[config.mk]
export PLATFORM = sky130hd
export DESIGN_NAME = mc_ramp_pwm
export DESIGN_NICKNAME = d
export VERILOG_FILES = /design/src/rtl/mc_ramp_pwm_pkg.sv /design/src/rtl/mc_ramp_pwm_channel.sv /design/src/rtl/mc_ramp_pwm.sv
export SDC_FILE = /design/constraint.sdc
export NUM_CORES = 1
export LEC_CHECK = 0
export CORE_MARGIN = 2
export CORE_UTILIZATION = 27
export CTS_CLUSTER_DIAMETER = 120
export DETAILED_ROUTE_END_ITERATION = 16
export SYNTH_ARGS = -nofsm -noshare
export SYNTH_HDL_FRONTEND = slang
export SYNTH_SLANG_ARGS = --single-unit
[constraint.sdc]
create_clock -name clk_i -period 7.3 [get_ports clk_i]
set_input_delay 2.19 -clock clk_i [delete_from_list [all_inputs] [get_ports clk_i]]
set_output_delay 2.19 -clock clk_i [all_outputs]
set_load 0.01 [all_outputs]
[src/rtl/mc_ramp_pwm_pkg.sv]
// Shared types and clock-count derivations for the motor-controller ramp/PWM blocks.
package mc_ramp_pwm_pkg;

  // RUN   | tracking desired (ramped or direct), ESTOP forces neutral
  // DWELL | parked at neutral after a direction reversal
  typedef enum logic {
    ST_RUN   = 1'b0,
    ST_DWELL = 1'b1
  } ch_state_e;

  function automatic int unsigned clk_per_us(input int unsigned clk_hz);
    return clk_hz / 1_000_000;
  endfunction

  function automatic int unsigned frame_clk(input int unsigned clk_hz, input int unsigned frame_us);
    return frame_us * clk_per_us(clk_hz);
  endfunction

  function automatic int unsigned pulse_min_clk(input int unsigned clk_hz, input int unsigned min_us);
    return min_us * clk_per_us(clk_hz);
  endfunction

  function automatic int unsigned pulse_step_clk(input int unsigned clk_hz, input int unsigned min_us,
                                                 input int unsigned max_us, input int unsigned cmd_w);
    return ((max_us - min_us) * clk_per_us(clk_hz)) / ((32'd1 << cmd_w) - 32'd1);
  endfunction

  function automatic int unsigned neutral(input int unsigned cmd_w);
    return 32'd1 << (cmd_w - 1);
  endfunction

endpackage

[src/rtl/mc_ramp_pwm_channel.sv]
// One motor channel: per-frame ramp toward the sampled command, reversal dwell at
// neutral, and the registered pulse comparator against the shared frame count.
module mc_ramp_pwm_channel
  import mc_ramp_pwm_pkg::*;
#(
  parameter int          CMD_W        = 5,
  parameter int          STEP         = 1,
  parameter int          DWELL_FRAMES = 5,
  parameter int unsigned MIN_CLK      = 50_000,
  parameter int unsigned STEP_CLK     = 1612,
  parameter int          CNT_W        = 20
) (
  input  logic             clk_i,
  input  logic             rst_i,
  input  logic [CNT_W-1:0] count_i,
  input  logic             strobe_i,
  input  logic             estop_i,
  input  logic             ramp_en_i,
  input  logic [CMD_W-1:0] desired_i,
  output logic [CMD_W-1:0] current_o,
  output logic             at_target_o,
  output logic             pwm_o
);

  localparam int EXT_W = CMD_W + 1;
  localparam int DW_W  = (DWELL_FRAMES > 1) ? $clog2(DWELL_FRAMES) : 1;

  localparam logic [EXT_W-1:0] NEUTRAL_X = EXT_W'(neutral(CMD_W));
  localparam logic [EXT_W-1:0] STEP_X    = EXT_W'(STEP);
  localparam logic [EXT_W-1:0] MAX_X     = EXT_W'((1 << CMD_W) - 1);
  localparam logic [CMD_W-1:0] NEUTRAL_C = CMD_W'(neutral(CMD_W));
  localparam logic [DW_W-1:0]  DW_INIT   = DW_W'(DWELL_FRAMES - 1);

  ch_state_e        state_q, state_d;
  logic [CMD_W-1:0] current_q, current_d;
  logic [DW_W-1:0]  dwell_q, dwell_d;
  logic             at_target_q, at_target_d;
  logic             pwm_q, pwm_d;

  logic [EXT_W-1:0] cur_x, des_x, tgt_x, diff_x, mv_x, ramp_x;
  logic [CMD_W-1:0] ramp_c;
  logic             reversal, reach_neutral;
  logic [31:0]      pulse_clk;

  assign cur_x    = {1'b0, current_q};
  assign des_x    = {1'b0, desired_i};
  assign reversal = ((des_x > NEUTRAL_X) && (cur_x < NEUTRAL_X)) ||
                    ((des_x < NEUTRAL_X) && (cur_x > NEUTRAL_X));
  assign tgt_x    = reversal ? NEUTRAL_X : des_x;
  assign diff_x   = (tgt_x >= cur_x) ? (tgt_x - cur_x) : (cur_x - tgt_x);
  assign mv_x     = (diff_x < STEP_X) ? diff_x : STEP_X;
  assign ramp_x   = !ramp_en_i       ? tgt_x :
                    (tgt_x >= cur_x) ? (cur_x + mv_x) : (cur_x - mv_x);
  assign ramp_c   = (ramp_x > MAX_X) ? MAX_X[CMD_W-1:0] : ramp_x[CMD_W-1:0];
  assign reach_neutral = reversal && (ramp_c == NEUTRAL_C);

  always_ff @(posedge clk_i) begin
    if (rst_i) begin
      state_q     <= ST_RUN;
      current_q   <= NEUTRAL_C;
      dwell_q     <= '0;
      at_target_q <= 1'b0;
      pwm_q       <= 1'b0;
    end else begin
      state_q     <= state_d;
      current_q   <= current_d;
      dwell_q     <= dwell_d;
      at_target_q <= at_target_d;
      pwm_q       <= pwm_d;
    end
  end

  always_comb begin
    state_d = state_q;
    if (strobe_i) begin
      unique case (state_q)
        ST_RUN:   if (!estop_i && reach_neutral && (DWELL_FRAMES > 0)) state_d = ST_DWELL;
        ST_DWELL: if (estop_i || (dwell_q == '0)) state_d = ST_RUN;
        default:  state_d = ST_RUN;
      endcase
    end
  end

  always_comb begin
    current_d   = current_q;
    dwell_d     = dwell_q;
    at_target_d = at_target_q;
    if (strobe_i) begin
      if (estop_i) begin
        current_d = NEUTRAL_C;
        dwell_d   = '0;
      end else if (state_q == ST_DWELL) begin
        current_d = NEUTRAL_C;
        dwell_d   = (dwell_q == '0) ? '0 : (dwell_q - DW_W'(1));
      end else begin
        current_d = ramp_c;
        if (state_d == ST_DWELL) dwell_d = DW_INIT;
      end
      at_target_d = (current_d == desired_i) && (state_d == ST_RUN);
    end
  end

  // Compare lags the count by one cycle, so the pulse spans counts 1..width
  // and a CURRENT change at the strobe lands cleanly on the frame boundary.
  assign pulse_clk = MIN_CLK + 32'(current_q) * STEP_CLK;
  assign pwm_d     = 32'(count_i) < pulse_clk;

  assign current_o   = current_q;
  assign at_target_o = at_target_q;
  assign pwm_o       = pwm_q;

endmodule

[src/rtl/mc_ramp_pwm.sv]
// N-channel ramped R/C-style pulse generator: shared frame counter and strobe,
// with one ramp/dwell channel per motor.
module mc_ramp_pwm
  import mc_ramp_pwm_pkg::*;
#(
  parameter int N_CH         = 2,
  parameter int CMD_W        = 5,
  parameter int CLK_HZ       = 50_000_000,
  parameter int FRAME_US     = 20000,
  parameter int PULSE_MIN_US = 1000,
  parameter int PULSE_MAX_US = 2000,
  parameter int STEP         = 1,
  parameter int DWELL_FRAMES = 5
) (
  input  logic                    clk_i,
  input  logic                    rst_i,
  input  logic [N_CH*CMD_W-1:0]   desired_i,
  input  logic                    estop_i,
  input  logic                    ramp_en_i,
  output logic [N_CH-1:0]         pwm_o,
  output logic [N_CH*CMD_W-1:0]   current_o,
  output logic [N_CH-1:0]         at_target_o,
  output logic                    frame_strobe_o
);

  localparam int unsigned FRAME_CLK = frame_clk(CLK_HZ, FRAME_US);
  localparam int unsigned MIN_CLK   = pulse_min_clk(CLK_HZ, PULSE_MIN_US);
  localparam int unsigned STEP_CLK  = pulse_step_clk(CLK_HZ, PULSE_MIN_US, PULSE_MAX_US, CMD_W);
  localparam int          CNT_W     = (FRAME_CLK > 1) ? $clog2(FRAME_CLK) : 1;
  localparam logic [CNT_W-1:0] LAST = CNT_W'(FRAME_CLK - 1);

  logic [CNT_W-1:0] count_q, count_d;
  logic             strobe;

  assign strobe  = (count_q == LAST);
  assign count_d = strobe ? '0 : (count_q + CNT_W'(1));

  always_ff @(posedge clk_i) begin
    if (rst_i) count_q <= '0;
    else       count_q <= count_d;
  end

  assign frame_strobe_o = strobe;

  for (genvar g = 0; g < N_CH; g++) begin : g_ch
    mc_ramp_pwm_channel #(
      .CMD_W        (CMD_W),
      .STEP         (STEP),
      .DWELL_FRAMES (DWELL_FRAMES),
      .MIN_CLK      (MIN_CLK),
      .STEP_CLK     (STEP_CLK),
      .CNT_W        (CNT_W)
    ) u_ch (
      .clk_i       (clk_i),
      .rst_i       (rst_i),
      .count_i     (count_q),
      .strobe_i    (strobe),
      .estop_i     (estop_i),
      .ramp_en_i   (ramp_en_i),
      .desired_i   (desired_i[g*CMD_W +: CMD_W]),
      .current_o   (current_o[g*CMD_W +: CMD_W]),
      .at_target_o (at_target_o[g]),
      .pwm_o       (pwm_o[g])
    );
  end

endmodule

==> results.yml <==
outcome:
  status: "complete, no violations"
sta:
  tns_ns: 0
  clock.fmax_mhz: 141.7
  worst_pin_slew_ns: 0.6577
  fin_skew_ns: 0.005045
  finalHoldViolCount: 0
  finalCriticalPeriod_ns: 7.058
  period_share_pct: 96.68
  timing.slew.headroom_pct: 56.09
  setup_viol: 0
  slew_viol_final: 0
grt:
  grt-ovfl-total: 0
  grt_max_degree: 33
  grt.total_usage_pct: 12.87
  grt_pass1_vias: 5188
  grt_pass1_wl_mm: 24.16
  antenna_found_initial: 0
clocking:
  hold_buffers: 0
  cts_buffers: 5
  cts_max_level: 2
  clkTransAtPathRegs_ns: 0.07
  cts_tree: "built"
  cts_sinks: 42
  insertion_delay_ns: 0.29
  root_buffer: "clkbuf_16"
  cts_max_path_buffers: 2
pwr:
  ir_worst_vdd_mv: 0.07644
  p_per_area_nw_per_um2: 85.54
  leakage_nw: 3.494
logic_synthesis:
  netlist_instances: 728
  syn-mean-instance-area_um2: 8.045
  ys_ff_latch: 42
  yosys_warnings: 0
  yosysSeqAreaShare_pct: 14.36
  synth_ff_type: "dfxtp_1"
  synthArstFlopShare_pct: 0
  synth_edf_count: 0
  syn_area_um2: 5857
  ys_types: 73
placement:
  dpl-instance-area_um2: 7023
  routabilityCongestion: 0.8440
  portBuffers: 28
  hpwl_mm: 11.42
drt:
  antenna_left: 0
  drt-initial-drc-count: 186
  routed_wl_mm: 14.75
  dr.pass1.iters: 5
  via_count: 5392
  wire_per_inst_um: 13.18
  drc: 0
  via_per_inst: 4.819
floorplan:
  pin_count: 29
  die_area_um2: 22890
  fp.dieW_um: 151.3
  fp-row-count: 53
  die_y_um: 151.3
  core_um2: 21150
  start_util_pct: 27.69
critical_path:
  critPathSlowestCell: "clkdlybuf4s50_1"
  end_kind: "flop"
  reg2regPathDepth: 30
  required_ns: 7.49
  startpoint_type: "input pin"
  cp_slowest_stage_delay_ns: 0.43
  path_max_fanout: 2
  crit_type: "input pin to flop"
  crit_arrival_ns: 7.25
hold_path:
  hold_depth: 1
  hold_path.class: "flop to flop"
layout:
  area_growth_pct: 27.71
  fin_nets: 982
  stdcell_area_um2: 7480
  diodes: 0
  layout-drive-gt1-share_pct: 20.38
run:
  max_cap_viol_count: 0
final cells by class:
class                      instances  area [um2]
clock buffer                       5       125.1
timing repair buffer             126        1015
clock inverter                     3       25.02
tap                              275       344.1
multi-input combinational        612        4920
fill                            2196       13670
inverter                          56       210.2
sequential                        42       840.8
state kept, by name, indices dropped and copies added (netlist names):
name                   count
g_ch.u_ch.pwm_o            2
g_ch.u_ch.dwell_q          6
g_ch.u_ch.state_q          2
count_q                   20
g_ch.u_ch.current_o       10
g_ch.u_ch.at_target_o      2
cell usage after synthesis (3+ instances only):
library cell    n  area [um2]
a2111oi_0       3       26.28
a211oi_1        8       60.06
a21boi_0        4       30.03
a21o_1         31       232.7
a21oi_1        42       210.2
a22oi_1         8       60.06
a31oi_1         8       50.05
and2_1          4       25.02
and3_1          6       37.54
buf_4           4       30.03
buf_6           3       33.78
clkbuf_1        9       33.78
dfxtp_1        42       840.8
fa_1            6       120.1
ha_1          119        1489
inv_1          56       210.2
mux2i_1         6       60.06
nand2_1        49       183.9
nand2b_1       11       68.82
nand3_1        15       75.07
nand3b_1        3       22.52
nand4_1         9       56.30
nor2_1         76       285.3
nor2b_1         4       25.02
nor3_1         18       90.09
nor4_1          8       50.05
o211ai_1        3       22.52
o21ai_0        26       130.1
o21bai_1        7       52.55
o41ai_1         5       43.79
or2_2           4       25.02
xnor2_1        40       350.3
xor2_1         38       332.8
through the flow:
step	util, %	power (W)	instances	hold slack [ns]	worst slack, ns
2_1_floorplan	-	0.0003216	729	0.4256	0.01756
3_3_place_gp	33.20	0.0003928	1102	0.4478	-0.5383
3_5_place_dp	33.20	0.0003926	1102	0.4576	-0.6513
4_1_cts	34.16	0.0006287	1114	0.4699	-0.005930
5_1_grt	35.36	0.0006736	1119	0.4985	-0.05984
6_report	35.36	0.0006398	1119	0.4662	0.2423
worst paths after layout:
path,from,end,slack [ns]
setup / recovery,desired_i[6],g_ch[1].u_ch.at_target_o,0.24
hold / removal,count_q[0],count_q[0],0.47
hold reg to reg,count_q[0],count_q[0],0.47
setup reg to reg,g_ch[0].u_ch.current_o[0],g_ch[0].u_ch.at_target_o,1.19
worst max-delay path: cells and delay by family:
kind | cells | cell delay (ns)
compound gates | 10 | 1.79
fa+ha+maj | 4 | 1.09
buf+inv | 6 | 0.83
simple gates | 7 | 0.82
xor+xnor | 2 | 0.29
mux | 1 | 0.20
placed cells by master, fill, tap and decap left out, types with 4 or more instances in the layout:
cell type / n
o41ai_1: 5
and2_1: 4
inv_1: 54
a22oi_1: 8
clkdlybuf4s50_1: 20
fa_2: 4
nand2_1: 48
and3_1: 6
a21oi_1: 32
a21boi_0: 4
xor2_1: 36
nor2_1: 75
xnor2_1: 38
ha_1: 115
a21o_1: 31
or2_2: 4
a211oi_1: 7
nand3_1: 15
dlymetal6s2s_1: 4
nand4_1: 9
nor3_1: 17
dfxtp_1: 42
clkbuf_16: 5
a31oi_1: 7
o21ai_0: 21
o21bai_1: 7
mux2i_1: 5
buf_4: 97
nor4_1: 6
nand2b_1: 10
a21oi_2: 10
where the power goes:
group	switching [W]	internal (W)
Sequential	0.00000169	0.000231
Combinational	0.0000858	0.0000908
Clock	0.000102	0.000129
Total	0.000189	0.000450
per-layer routing:
metal / vias up / GRT usage, % / routed length, um
met5: - / 0 / 0
met4: 0 / 3.598 / 244
met3: 16 / 0.7530 / 461
met2: 70 / 22.24 / 6939
met1: 2478 / 17.30 / 7104
li1: 2828 / - / -
cells by family after synthesis:
family,Yosys count,share of synthesized area [%]
and+or+nand+nor,225,18.67
AOI/OAI and AO/OA,173,20.27
adders and majority gates,125,27.47
xor gates and xnor gates,79,11.94
buffers and inverters,75,5.811
DFF,42,14.36
muxes,8,1.410
other,1,0.06403
timing repair:
action,4_1_cts,5_1_grt
cloned,0,0
endpoints found under the setup margin,9,15
resized for setup,13,60
pin swaps,5,29
setup buffers,4,5
(Power assumes the default switching activity.)
